<file path="src/rtl/decoder_pkg.sv">
// Shared definitions for the decoder_scan block.
//   - FSM state encodings and the matching state enum
//   - mode constants sampled on load
//   - default widths for the select index and the dwell count
package decoder_pkg;

    localparam logic [1:0] ST_IDLE   = 2'd0;
    localparam logic [1:0] ST_DIRECT = 2'd1;
    localparam logic [1:0] ST_SCAN   = 2'd2;

    localparam logic MODE_DIRECT = 1'b0;
    localparam logic MODE_SCAN   = 1'b1;

    localparam int DEF_SEL_W   = 3;
    localparam int DEF_DWELL_W = 4;

    typedef enum logic [1:0] {
        S_IDLE   = ST_IDLE,
        S_DIRECT = ST_DIRECT,
        S_SCAN   = ST_SCAN
    } state_t;

endpackage

</file>
<file path="src/rtl/decoder_core.sv">
// Combinational complement-mapped one-hot decoder.
// Output bit i is high iff en is high and sel == OUT_W-1-i, so an
// all-ones select drives bit 0 and a zero select drives the top bit.
// Ports:
//   sel    : input  [SEL_W-1:0]  index to decode
//   en     : input               gates every output bit
//   onehot : output [OUT_W-1:0]  decoded lines (all zero when en low)
module decoder_core
    import decoder_pkg::*;
#(
    parameter int SEL_W = DEF_SEL_W
) (
    input  logic [SEL_W-1:0]      sel,
    input  logic                  en,
    output logic [2**SEL_W-1:0]   onehot
);

    localparam int OUT_W = 2**SEL_W;

    generate
        for (genvar gi = 0; gi < OUT_W; gi++) begin : g_line
            assign onehot[gi] = en && (sel == SEL_W'(OUT_W - 1 - gi));
        end
    endgenerate

endmodule

</file>
<file path="src/rtl/decoder_scan.sv">
// Registered complement-mapped N-to-2^N decoder with a load handshake
// and an auto-scan mode that walks every output line with a
// programmable dwell time.
// Ports:
//   clk     : system clock, rising edge
//   rst_n   : asynchronous active-low reset
//   en      : block enable; low forces IDLE with outputs zeroed
//   load    : one-cycle request sampling sel_in, mode and dwell
//   mode    : 0 = direct (hold one line), 1 = scan (walk lines)
//   sel_in  : start / selected index
//   dwell   : cycles per line minus 1 (scan only)
//   dec_out : registered one-hot output, complement mapped
//   idx_out : index currently driving dec_out
//   busy    : high in DIRECT or SCAN
//   wrap    : one-cycle pulse on the first cycle at index 0 after a wrap
// Build option: define DECODER_SCAN_ONESHOT_EN to make SCAN stop after a
// single pass (the wrap cycle lands in IDLE with outputs cleared).
module decoder_scan
    import decoder_pkg::*;
#(
    parameter int SEL_W   = DEF_SEL_W,
    parameter int DWELL_W = DEF_DWELL_W
) (
    input  logic                  clk,
    input  logic                  rst_n,
    input  logic                  en,
    input  logic                  load,
    input  logic                  mode,
    input  logic [SEL_W-1:0]      sel_in,
    input  logic [DWELL_W-1:0]    dwell,
    output logic [2**SEL_W-1:0]   dec_out,
    output logic [SEL_W-1:0]      idx_out,
    output logic                  busy,
    output logic                  wrap
);

    localparam int OUT_W = 2**SEL_W;
    localparam logic [SEL_W-1:0] IDX_MAX = {SEL_W{1'b1}};

    state_t               state_reg, state_next;
    logic [SEL_W-1:0]     idx_reg, idx_next;
    logic [DWELL_W-1:0]   cnt_reg, cnt_next;
    logic [DWELL_W-1:0]   dwell_reg, dwell_next;
    logic [OUT_W-1:0]     dec_reg, dec_next;
    logic                 busy_reg, busy_next;
    logic                 wrap_reg, wrap_next;

    // Outputs are registered from the *next* state/index so that they
    // change on the same edge as the state itself (one cycle after load).
    decoder_core #(
        .SEL_W (SEL_W)
    ) u_core (
        .sel    (idx_next),
        .en     (state_next != S_IDLE),
        .onehot (dec_next)
    );

    assign busy_next = (state_next != S_IDLE);

    always_comb begin
        state_next = state_reg;
        idx_next   = idx_reg;
        cnt_next   = cnt_reg;
        dwell_next = dwell_reg;
        wrap_next  = 1'b0;

        if (!en) begin
            state_next = S_IDLE;
            idx_next   = '0;
            cnt_next   = '0;
        end else if (load) begin
            // Load takes priority over any pending scan advance, and a
            // restart at index 0 is not a wrap.
            state_next = (mode == MODE_SCAN) ? S_SCAN : S_DIRECT;
            idx_next   = sel_in;
            dwell_next = dwell;
            cnt_next   = '0;
        end else begin
            case (state_reg)
                S_SCAN: begin
                    if (cnt_reg == dwell_reg) begin
                        cnt_next = '0;
                        idx_next = idx_reg + SEL_W'(1);
                        if (idx_reg == IDX_MAX) begin
                            wrap_next = 1'b1;
`ifdef DECODER_SCAN_ONESHOT_EN
                            state_next = S_IDLE;
`endif
                        end
                    end else begin
                        cnt_next = cnt_reg + DWELL_W'(1);
                    end
                end
                S_DIRECT: begin
                    state_next = S_DIRECT;
                end
                default: begin
                    state_next = S_IDLE;
                end
            endcase
        end
    end

    always_ff @(posedge clk or negedge rst_n) begin
        if (!rst_n) begin
            state_reg <= S_IDLE;
            idx_reg   <= '0;
            cnt_reg   <= '0;
            dwell_reg <= '0;
            dec_reg   <= '0;
            busy_reg  <= 1'b0;
            wrap_reg  <= 1'b0;
        end else begin
            state_reg <= state_next;
            idx_reg   <= idx_next;
            cnt_reg   <= cnt_next;
            dwell_reg <= dwell_next;
            dec_reg   <= dec_next;
            busy_reg  <= busy_next;
            wrap_reg  <= wrap_next;
        end
    end

    assign dec_out = dec_reg;
    assign idx_out = idx_reg;
    assign busy    = busy_reg;
    assign wrap    = wrap_reg;

endmodule

</file>
<file path="config.mk">
export PLATFORM = sky130hd
export DESIGN_NAME = decoder_scan
export DESIGN_NICKNAME = d
export VERILOG_FILES = /design/src/rtl/decoder_pkg.sv /design/src/rtl/decoder_core.sv /design/src/rtl/decoder_scan.sv
export SDC_FILE = /design/constraint.sdc
export NUM_CORES = 1
export LEC_CHECK = 0
export ABC_AREA = 0
export CORE_UTILIZATION = 45
export CTS_CLUSTER_DIAMETER = 30
export DETAILED_ROUTE_END_ITERATION = 12
export PLACE_DENSITY = 0.68
export SETUP_SLACK_MARGIN = 0.2
export SLEW_MARGIN = 10
export SYNTH_ARGS = -nofsm -noshare
export SYNTH_HDL_FRONTEND = slang
export SYNTH_SLANG_ARGS = --single-unit
export TNS_END_PERCENT = 50
</file>
<file path="constraint.sdc">
create_clock -name clk -period 2.26 [get_ports clk]
set_input_delay 0.339 -clock clk [delete_from_list [all_inputs] [get_ports clk]]
set_output_delay 0.339 -clock clk [all_outputs]
set_load 0.01 [all_outputs]
</file>
==> flow_summary.ini <==
[outcome]
status = finished, final reports clean

[power_and_ir_drop]
p_per_area_nw_per_um2 = 543
power_mw = 0.799
p_leak_nw = 0.651
ir_worst_vdd_mv = 0.442

[grt]
gr-total-overflow = 0
grt_pass1_vias = 786
grt_antenna_before_repair = 0
grt_first_pass_wirelength_um = 3590
track_usage = 0.181
grt_max_degree = 24

[critical_path]
path_class = flop to flop
crit_buf_inv = 0
cp_max_fo = 11
critPathLaunchType = flop
endpoint_kind = flop
crit_family = simple AND/OR/NAND/NOR gates
cpMaxStageDelayCell = dfrtp_1
worstPathCellList = xnor2_1 > and4_4 > and3_2 > a311o_1 > nor3b_1
cp.arrival_ns = 2.08
cp.required_ns = 2.50
cpPeakStageDelay_ns = 0.46

[sta]
min_period_ns = 1.84
tightest_slew_ns = 0.472
period_share = 0.814
rsz0062_at_grt = no
fmax_ghz = 0.543
relSlewSlack = 0.682
skew_ns = 0.00895
tns_ns = 0
hold_viol = 0
setup_viol = 0
drv_slew = 0

[finish]
layout-drive-gt1-share = 0.173
fill_cells = 206
fin_area_sq_um = 1470
largest_reg_flops = 8
antenna_cells = 0
nets = 149
area_growth_pct = 26.0

[yosys]
synth_nets = 120
async_reset_ff_frac = 1.00
synth-xor-area-share = 0.0375
yosys.area.top_type = dfrtp_1
yosysWarnings = 0
synth_top_family_by_area = simple AND/OR/NAND/NOR gates
synthTopCellsByArea = dfrtp_1 (49%), mux2_2 (3.9%), nand2_1 (3.5%), ha_1 (3.2%), xnor2_1 (3.0%)
synthTopCellsByCount = dfrtp_1 (23), nand2_1 (11), nor2_1 (6)
yosysSeqAreaShare = 0.493
synthMuxAreaShare = 0.0514
netlist_instances = 105
ys.flop_type = dfrtp_1
synth.most_common_cell = dfrtp_1
synthAdderAreaFrac = 0.0322
synth_simple_gate_area_frac = 0.233
synth_edf_count = 0
synth-compound-area-share = 0.114
ys_seq_elements = 23
syn_area_per_cell_sq_um = 11.1
ys_types = 39
syn_area_sq_um = 1170
yosysTopAreaCellShare = 0.493

[floorplanning]
fp.dieArea_sq_um = 2800
initial_utilization = 0.476
fp.dieW_um = 52.9
boundaryPins = 25
std_cell_rows = 18
coreArea_sq_um = 2450
fp.dieH_um = 52.9

[clock_network]
htree_levels = 1
clock_sinks = 23
holdBufCountCts = 0
clockBufferDepth = 2
cts-root-buf = clkbuf_4
cts_made_buffers = 3
clk_pin_slew_ns = 0.13
cts_setup_buffers = 0
cts_tree = done
cts_resized = 0
clk_latency_ns = 0.32

[placed_design]
io_buffer_count = 24
hpwl_um = 1620
gp_congestion = 0.757
placed_area_sq_um = 1440

[route]
drt-initial-drc-count = 14
avgRoutedWirePerCell_um = 13.8
dr.pass1.iters = 4
remaining_drc_errors = 0
routed_wl_um = 2260
viasPerCell = 5.36
ant_nets = 0
vias = 874

[flow_run]
cap_viol_max_count = 0

[worst_hold_path]
min_path_type = primary input to asynchronous set/reset pin
-- layer usage --
metal	global-route usage	part of all wire	up-vias
met2	0.262	0.43	24
li1	-	-	423
met4	0.0789	0.019	0
met5	0	0	-
met3	0.0259	0.041	5
met1	0.267	0.51	422
-- final cells by class --
class | instances | area, sq um | area share
inverter | 2 | 7.51 | 0.00510
tap | 30 | 37.5 | 0.0255
multi-input combinational | 75 | 546 | 0.371
clock inverter | 1 | 5.00 | 0.00340
clock buffer | 3 | 22.5 | 0.0153
sequential | 23 | 576 | 0.391
timing repair buffer | 29 | 278 | 0.189
-- cell usage in the layout (no fill, tap or decap), types with 3 or more instances in the layout --
| cell | Yosys | routed |
|---|---|---|
| nand2b_1 | 3 | 3 |
| mux2_2 | 4 | 4 |
| nand3_1 | 3 | 3 |
| a21oi_1 | 5 | 5 |
| o21ai_0 | 5 | 5 |
| dfrtp_1 | 23 | 23 |
| nor2b_1 | 4 | 4 |
| xnor2_1 | 4 | 4 |
| ha_1 | 3 | 3 |
| clkdlybuf4s50_1 | 0 | 24 |
| and3_1 | 3 | 3 |
| clkbuf_4 | 0 | 3 |
| buf_4 | 0 | 5 |
| nor2_1 | 6 | 6 |
| nand2_1 | 11 | 11 |
-- logic make-up after synthesis --
logic type / count (synthesis)
DFF: 23
xor gates and xnor gates: 5
adders and majority gates: 3
buffers and inverters: 7
muxes: 5
and+or+nand+nor: 45
AOI/OAI and AO/OA: 17
-- through the flow --
| step | setup WS, ns | cells | util | hold WS, ns |
|---|---|---|---|---|
| detailed placement | 0.209 | 159 | 0.588 | 0.523 |
| global placement | 0.208 | 159 | 0.588 | 0.513 |
| floorplan | 0.563 | 105 | - | 0.0434 |
| CTS | 0.419 | 163 | 0.599 | 0.364 |
| global route | 0.311 | 163 | 0.599 | 0.382 |
| finish | 0.420 | 163 | 0.599 | 0.348 |
-- where the power goes --
group / internal (mW) / leakage [nW] / switching [mW] / total [mW]
logic: 0.0823 / 0.327 / 0.0730 / 0.155
registers: 0.434 / 0.306 / 0.0169 / 0.451
clock network: 0.0662 / 0.0177 / 0.126 / 0.192
total: 0.583 / 0.651 / 0.216 / 0.799
-- final timing paths --
path                         startpoint           end  slack [ns]  depth (start not counted)
max                          cnt_reg[0]    dec_out[4]        0.42                          5
min                               rst_n    idx_out[2]        0.35                          2
max reg2reg                  cnt_reg[0]    dec_out[4]        0.42                          5
min reg2reg                dwell_reg[2]  dwell_reg[2]        0.55                          1
max in group asynchronous         rst_n  dwell_reg[1]        1.68                          2
min in group clk           dwell_reg[2]  dwell_reg[2]        0.55                          1
No activity file was read; power rests on OpenSTA's default activity.
